<file path="src/rtl/alu_arbiter.sv">
// Round-robin arbiter sharing one combinational ALU among NUM_REQ requesters.
// Grants in IDLE, drives the ALU from registers in EXEC and holds the tagged result in RESP.
module alu_arbiter #(
    parameter int WIDTH   = 16,
    parameter int NUM_REQ = 2,
    parameter int ID_W    = 1
) (
    input  logic                       clk,
    input  logic                       rst_n,
    input  logic [NUM_REQ-1:0]         req_valid,
    output logic [NUM_REQ-1:0]         req_ready,
    input  logic [3*NUM_REQ-1:0]       req_op,
    input  logic [WIDTH*NUM_REQ-1:0]   req_a,
    input  logic [WIDTH*NUM_REQ-1:0]   req_b,
    output logic                       rsp_valid,
    input  logic                       rsp_ready,
    output logic [WIDTH-1:0]           rsp_data,
    output logic [ID_W-1:0]            rsp_id,
    output logic [2:0]                 alu_op,
    output logic [WIDTH-1:0]           alu_in0,
    output logic [WIDTH-1:0]           alu_in1,
    input  logic [WIDTH-1:0]           alu_out,
    output logic                       busy
);

    typedef enum logic [1:0] {
        IDLE = 2'd0,
        EXEC = 2'd1,
        RESP = 2'd2
    } state_t;

    state_t          state;
    state_t          state_nxt;
    logic [ID_W-1:0] last_grant;
    logic [ID_W-1:0] grant_idx;
    logic            grant_found;
    logic            accept;

    // Requester index reached after stepping 'offset' places past 'base', wrapping at NUM_REQ.
    function automatic logic [ID_W-1:0] rr_index(input logic [ID_W-1:0] base, input int offset);
        int sum;
        sum = int'(base) + offset;
        if (sum >= NUM_REQ) begin
            sum = sum - NUM_REQ;
        end
        return sum[ID_W-1:0];
    endfunction

    always_comb begin
        grant_idx   = last_grant;
        grant_found = 1'b0;
        for (int k = 1; k <= NUM_REQ; k++) begin
            if (!grant_found && req_valid[rr_index(last_grant, k)]) begin
                grant_idx   = rr_index(last_grant, k);
                grant_found = 1'b1;
            end
        end
    end

    assign accept = (state == IDLE) && grant_found;

    always_comb begin
        req_ready = '0;
        if (accept) begin
            req_ready[grant_idx] = 1'b1;
        end
    end

    always_comb begin
        state_nxt = state;
        case (state)
            IDLE:    if (accept)    state_nxt = EXEC;
            EXEC:                   state_nxt = RESP;
            RESP:    if (rsp_ready) state_nxt = IDLE;
            default:                state_nxt = IDLE;
        endcase
    end

    always_ff @(posedge clk or negedge rst_n) begin
        if (!rst_n) begin
            state <= IDLE;
        end else begin
            state <= state_nxt;
        end
    end

    // Only the granted slice is ever sampled, so idle requesters' operands never reach the ALU.
    always_ff @(posedge clk or negedge rst_n) begin
        if (!rst_n) begin
            alu_op     <= '0;
            alu_in0    <= '0;
            alu_in1    <= '0;
            rsp_id     <= '0;
            rsp_data   <= '0;
            rsp_valid  <= 1'b0;
            last_grant <= ID_W'(NUM_REQ - 1);
        end else begin
            if (accept) begin
                alu_op     <= req_op[3*int'(grant_idx) +: 3];
                alu_in0    <= req_a[WIDTH*int'(grant_idx) +: WIDTH];
                alu_in1    <= req_b[WIDTH*int'(grant_idx) +: WIDTH];
                rsp_id     <= grant_idx;
                last_grant <= grant_idx;
            end
            if (state == EXEC) begin
                rsp_data  <= alu_out;
                rsp_valid <= 1'b1;
            end
            if ((state == RESP) && rsp_ready) begin
                rsp_valid <= 1'b0;
            end
        end
    end

    assign busy = (state != IDLE);

endmodule

</file>
<file path="config.mk">
export PLATFORM = sky130hd
export DESIGN_NAME = alu_arbiter
export DESIGN_NICKNAME = d
export VERILOG_FILES = /design/src/rtl/alu_arbiter.sv
export SDC_FILE = /design/constraint.sdc
export NUM_CORES = 1
export LEC_CHECK = 0
export CORE_AREA = 8 8 69 131
export CTS_BUF_LIST = sky130_fd_sc_hd__clkbuf_4 sky130_fd_sc_hd__clkbuf_8 sky130_fd_sc_hd__clkbuf_16
export CTS_CLUSTER_SIZE = 12
export DETAILED_ROUTE_END_ITERATION = 6
export DIE_AREA = 0 0 77 139
export PLACE_DENSITY = 0.8
export SYNTH_ARGS = -nofsm -noshare
export SYNTH_HDL_FRONTEND = slang
export SYNTH_SLANG_ARGS = --single-unit
</file>
<file path="constraint.sdc">
create_clock -name clk -period 1.27 [get_ports clk]
set_input_delay 0.127 -clock clk [delete_from_list [all_inputs] [get_ports clk]]
set_output_delay 0.127 -clock clk [all_outputs]
set_load 0.03 [all_outputs]
</file>
==> results.yml, run 1 <==
status:
  outcome: "finished with violations"
  violations: "negative setup slack"
critical_path:
  cp.required_ps: 1440
  cp-start-kind: "flop"
  crit_cells: 5
  critical-path-max-stage-delay_ps: 540
  r2r_cells: 5
  crit_chain: "nand2_1 -> and3_4 -> buf_12 -> buf_4 -> a221o_1"
  cpLargestDelayFamily: "flip-flops"
  worst_ep_arrival_time_ps: 1660
  critPathSlowestCell: "dfstp_2"
  critPathKind: "reg2reg"
  regToRegSetupSlack_ps: -220
  cp-end-kind: "flop"
  cp_max_fo: 5
  critPathBufInv: 2
clock_network:
  clock-root-buffer: "clkbuf_16"
  clkLatencyLatePin_ps: 290
  h-tree-depth: 2
  cts_buffers: 5
  clk_path_buf_depth: 2
  cts_tree: "built"
  path_clk_slew_ps: 70
  cts_sinks: 56
min_path:
  hold_path_class: "in2async"
finish:
  finalNonFillerCells: 435
  layout-drive-gt1-share_pct: 18.8
  final_net_count: 431
  num_antenna_cells: 0
  utilization_pct: 59.7
  fillers: 618
  syn2layout_area_growth_pct: 83.1
  multi_input_area_um2: 920
  regArea_mm2: 0.00140
power_and_ir_drop:
  swShare_pct: 41.4
  pwr-share-comb_pct: 60.4
  power_density_mw_per_mm2: 2590
  switching_power_mw: 4.76
  p_leak_nw: 1.98
  peakVddDrop_uv: 1330
  power.total_mw: 11.5
  intPower_mw: 6.75
  pwr-share-seq_pct: 27.6
  p_clk_share_pct: 12.0
synth:
  synth-seq-cells: 56
  synth_fa_ha_area_share_pct: 0
  syn_area_mm2: 0.00242
  syn_avg_cell_area_um2: 13.8
  synth-simple-area-share_pct: 2.48
  yosysSeqAreaShare_pct: 57.9
  synth_xor_area_share_pct: 0
  synthMuxAreaShare_pct: 7.43
  ys_types: 21
  synth_nets: 266
  ys_warn_count: 0
  synth_cells: 175
  synth_compound_area_share_pct: 26.5
  synth_top_family_by_area: "compound AO/OA/AOI/OAI gates"
die:
  fp.coreArea_mm2: 0.00743
  ios: 147
  dieArea_mm2: 0.0107
  rows: 45
  die_h_um: 139
  initial_core_util_pct: 32.6
  die_w_um: 77
grt:
  grt_pass1_wl_mm: 14.0
  grt_max_degree: 57
  grt_overflow: 0
  grt_pass1_vias: 2655
  antenna_found_initial: 0
  gr-usage-all-layers_pct: 16.2
timing:
  tightest_slew_ps: 353
  fin_hold_ws_ps: 365
  setup_viol: 49
  max_slew_margin_pct: 76.6
  grt_setup_unrepaired: "yes"
  skew_ps: 6.24
  setup_ws_ps: -218
  hold_violations: 0
  layout_min_cycle_time_ps: 1490
  drv_slew: 0
  fin_crit_sh_pct: 117
  fmax_mhz: 672
drt:
  drt-initial-drc-count: 114
  final_antenna_net_count: 0
  via_per_inst: 5.19
  wl_per_cell_um: 19.8
  wl_mm: 8.63
  vias: 2257
  drc: 0
  first_pass_iters: 4
placed_design:
  dpl.cell_count: 414
  gp_congestion: 0.707
  hpwl_mm: 6.12
  numPortBuffers: 146
run:
  drv_cap: 0
==> layout by cell type (no fill, tap or decap) <==
cell type        count
clkdlybuf4s50_1     89
dfrtp_1             55
dlygate4sd2_1       53
o21a_1              37
a221o_1             35
mux2_2              15
buf_12               8
buf_4                7
clkbuf_16            6
buf_6                6
buf_16               3
buf_8                3
nor2_4               2
nand2b_4             2
o21ai_0              2
clkinv_2             2
inv_4                1
nand3_2              1
inv_2                1
nand2_1              1
and3_4               1
nor2_2               1
mux2_4               1
or2b_1               1
inv_1                1
nor2_1               1
a21oi_1              1
clkbuf_8             1
bufbuf_16            1
dlygate4sd3_1        1
buf_2                1
dfstp_2              1
==> cell type report <==
class                           count  share of cell area [%]
Sequential cell                    56                    31.6
Tap cell                           94                    2.65
Clock inverter                      2                   0.226
Timing Repair Buffer              173                    41.4
Inverter                            3                   0.310
Clock buffer                        6                    3.13
Multi-Input combinational cell    101                    20.7
==> stage by stage <==
stage          worst slack, ps  cell area (um^2)  TNS, ps
6_report                  -218              4440    -6790
2_1_floorplan             -100              2440    -2490
3_3_place_gp              -209              4060    -7430
5_1_grt                   -263              4440    -8810
4_1_cts                   -223              4420    -8020
3_5_place_dp              -258              4060    -8590
==> state kept, by name, summed over array words and instances (netlist names) <==
| name | count |
|---|---|
| rsp_valid | 1 |
| rsp_id | 1 |
| state | 2 |
| last_grant | 1 |
| rsp_data | 16 |
| alu_in1 | 16 |
| alu_op | 3 |
| alu_in0 | 16 |
==> cells in the mapped netlist (all sizes together) <==
library cell / instances / share of area, %
clkbuf: 5 / 2.0
nand3: 1 / 0.41
nand2b: 2 / 0.52
dfstp: 1 / 1.1
mux2: 16 / 7.4
dfrtp: 55 / 57
inv: 3 / 0.46
and3: 1 / 0.26
nand2: 1 / 0.15
o21a: 37 / 11
nor2: 4 / 0.83
a21oi: 1 / 0.21
buf: 10 / 3.2
or2b: 1 / 0.31
a221o: 35 / 14
o21ai: 2 / 0.41
==> power by group through the flow <==
stage          clock (mW)  combinational (mW)  sequential [mW]
2_1_floorplan           0                2.34             4.82
3_3_place_gp            0                6.51             3.16
3_5_place_dp            0                6.68             3.22
4_1_cts              1.43                6.93             3.17
5_1_grt              1.50                7.38             3.30
6_report             1.38                6.95             3.17
==> worst register-to-register path, delay by kind of cell, from the launching register on <==
family | cells | cell delay [ps]
AOI/OAI and AO/OA | 1 | 290
buffers and inverters | 2 | 280
DFF | 1 | 540
and+or+nand+nor | 2 | 250
==> cell families after synthesis <==
group,Yosys count
buffers and inverters,18
and+or+nand+nor,10
muxes,16
AOI/OAI and AO/OA,75
DFF,56
==> what timing repair did <==
item / in CTS / in global routing
pin swaps: 5 / 1
endpoints found under the setup margin: 107 / 56
gates resized for setup: 70 / 8
endpoints found under the hold margin: 55 / 0
cloned: 5 / 1
hold buffers: 1 / 0
buffers inserted: 6 / 2
==> worst paths after layout <==
kind                                    startpoint                 endpoint
max                         last_grant$_DFFE_PN1P_   alu_in0[5]$_DFFE_PN0P_
min                                          rst_n   alu_in1[4]$_DFFE_PN0P_
max reg2reg                 last_grant$_DFFE_PN1P_   alu_in0[5]$_DFFE_PN0P_
min reg2reg                rsp_data[6]$_DFFE_PN0N_  rsp_data[6]$_DFFE_PN0N_
max in group asynchronous                    rst_n   last_grant$_DFFE_PN1P_
min in group clk                         req_b[18]   alu_in1[2]$_DFFE_PN0P_
==> layer usage <==
layer / global-route usage [%] / vias to the layer above / wire length (um)
li1: - / 1012 / -
met1: 17.3 / 1071 / 3290
met2: 26.4 / 162 / 4060
met3: 9.48 / 12 / 1140
met4: 4.21 / 0 / 137
met5: 0 / - / 0
Power figures use the tool's default switching activity.
==> run 2, diff against run 1 <==
--- a/config.mk
+++ b/config.mk
@@ -11,6 +11,7 @@
 export DETAILED_ROUTE_END_ITERATION = 6
 export DIE_AREA = 0 0 77 139
 export PLACE_DENSITY = 0.8
+export REMOVE_ABC_BUFFERS = 1
 export SYNTH_ARGS = -nofsm -noshare
 export SYNTH_HDL_FRONTEND = slang
 export SYNTH_SLANG_ARGS = --single-unit
==> results.yml, run 2 (same netlist as run 1, synthesis figures left out) <==
status:
  outcome: "finished with violations"
  violations: "negative setup slack"
die:
  rows: 45
  die_h_um: 139
  dieArea_mm2: 0.0107
  initial_core_util_pct: 32.6
  fp.coreArea_mm2: 0.00743
  ios: 147
  die_w_um: 77
placed_design:
  hpwl_mm: 6.22
  numPortBuffers: 146
  gp_congestion: 0.845
  place_area_mm2: 0.00406
critical_path:
  cp-start-kind: "flop"
  cp.required_ps: 1450
  critPathKind: "reg2reg"
  worst_ep_arrival_time_ps: 1680
  cp-end-kind: "flop"
  cp_max_fo: 18
drt:
  vias: 2289
  wl_per_cell_um: 20.5
  via_per_inst: 5.24
  final_antenna_net_count: 0
  drc: 0
  wl_mm: 8.97
  drt-initial-drc-count: 91
  first_pass_iters: 4
grt:
  antenna_found_initial: 0
  grt_pass1_wl_mm: 14.1
  grt_max_degree: 57
  grt_pass1_vias: 2721
  grt_overflow: 0
  gr-usage-all-layers_pct: 16.2
finish:
  final_net_count: 433
  syn2layout_area_growth_pct: 83.3
  layout_commonest_cell: "clkdlybuf4s50_1"
  layout-drive-gt1-share_pct: 19.2
  layout_common_cells: "89 x clkdlybuf4s50_1, 55 x dfrtp_1, 50 x dlygate4sd2_1, 37 x o21a_1, 35 x a221o_1"
  largest_registers: "alu_in0 (16), alu_in1 (16), rsp_data (16)"
  fin_area_mm2: 0.00444
  num_antenna_cells: 0
clock_network:
  cts_tree: "built"
  cts_buffers: 5
  clkLatencyLatePin_ps: 290
  h-tree-depth: 2
  clock-root-buffer: "clkbuf_16"
  clk_path_buf_depth: 2
  path_clk_slew_ps: 70
  cts_sinks: 56
min_path:
  hold_path_class: "in2async"
timing:
  grt_setup_unrepaired: "yes"
  layout_min_cycle_time_ps: 1500
  fmax_mhz: 667
  setup_viol: 54
  setup_ws_ps: -230
  hold_violations: 0
  skew_ps: 2.17
  drv_slew: 0
  max_slew_margin_pct: 76.5
  tightest_slew_ps: 354
  fin_crit_sh_pct: 118
power_and_ir_drop:
  power.total_mw: 11.6
  peakVddDrop_uv: 1430
  power_density_mw_per_mm2: 2620
  p_leak_nw: 1.97
run:
  drv_cap: 0
run 2: power breakdown:
group / internal (mW) / switching (mW) / total (mW)
clock network: 0.739 / 0.635 / 1.37
logic: 3.34 / 3.73 / 7.07
registers: 2.69 / 0.511 / 3.20
total: 6.77 / 4.87 / 11.6
run 2: repair_timing:
item                                   in CTS  in global routing
resized for setup                          71                 10
hold buffers                                1                  0
setup endpoints to repair                 107                 60
buffers inserted                            3                  3
pin swaps                                   5                  6
gates cloned                                4                  2
endpoints found under the hold margin      55                  0
run 2: cell type report:
type	count	area, um^2
clock inverter	3	22.5
inverter	3	18.8
sequential	56	1400
fill	621	2990
multi-input combinational	101	918
timing repair buffer	175	1840
clock buffer	5	125
tap	94	118
run 2: final timing paths:
kind	from	to	slack, ps	depth (start not counted)
worst min register to register	rsp_data[3]$_DFFE_PN0N_	rsp_data[3]$_DFFE_PN0N_	510	1
min in group clk	alu_out[0]	rsp_data[0]$_DFFE_PN0N_	440	2
max in group asynchronous	rst_n	last_grant$_DFFE_PN1P_	630	3
worst max-delay path	last_grant$_DFFE_PN1P_	alu_in0[2]$_DFFE_PN0P_	-230	4
worst max register to register	last_grant$_DFFE_PN1P_	alu_in0[2]$_DFFE_PN0P_	-230	4
worst min-delay path	rst_n	alu_in1[11]$_DFFE_PN0P_	350	3
run 2: metrics by stage:
stage | std cells | hold slack (ps) | TNS, ps | utilization [%] | setup WS, ps
floorplan | 160 | -169 | -20220 | - | -534
global placement | 416 | 145 | -9330 | 54.6 | -252
detailed placement | 416 | 147 | -10780 | 54.6 | -295
CTS | 432 | 368 | -7980 | 58.1 | -258
global route | 437 | 384 | -10200 | 59.8 | -275
finish | 437 | 353 | -8340 | 59.8 | -230
run 2: worst max-delay path, stage by stage, from the launching register on:
cell and delay [ps]:
dfstp_2 550, nand2_1 60, and3_4 190, bufbuf_16 290, a221o_1 300
run 2: layer usage:
metal	up-vias	track usage (%)	wire (um)
met1	1079	18.4	3610
met2	180	25.3	3990
met5	-	0	0
li1	1015	-	-
met3	15	8.44	1170
met4	0	5.81	203
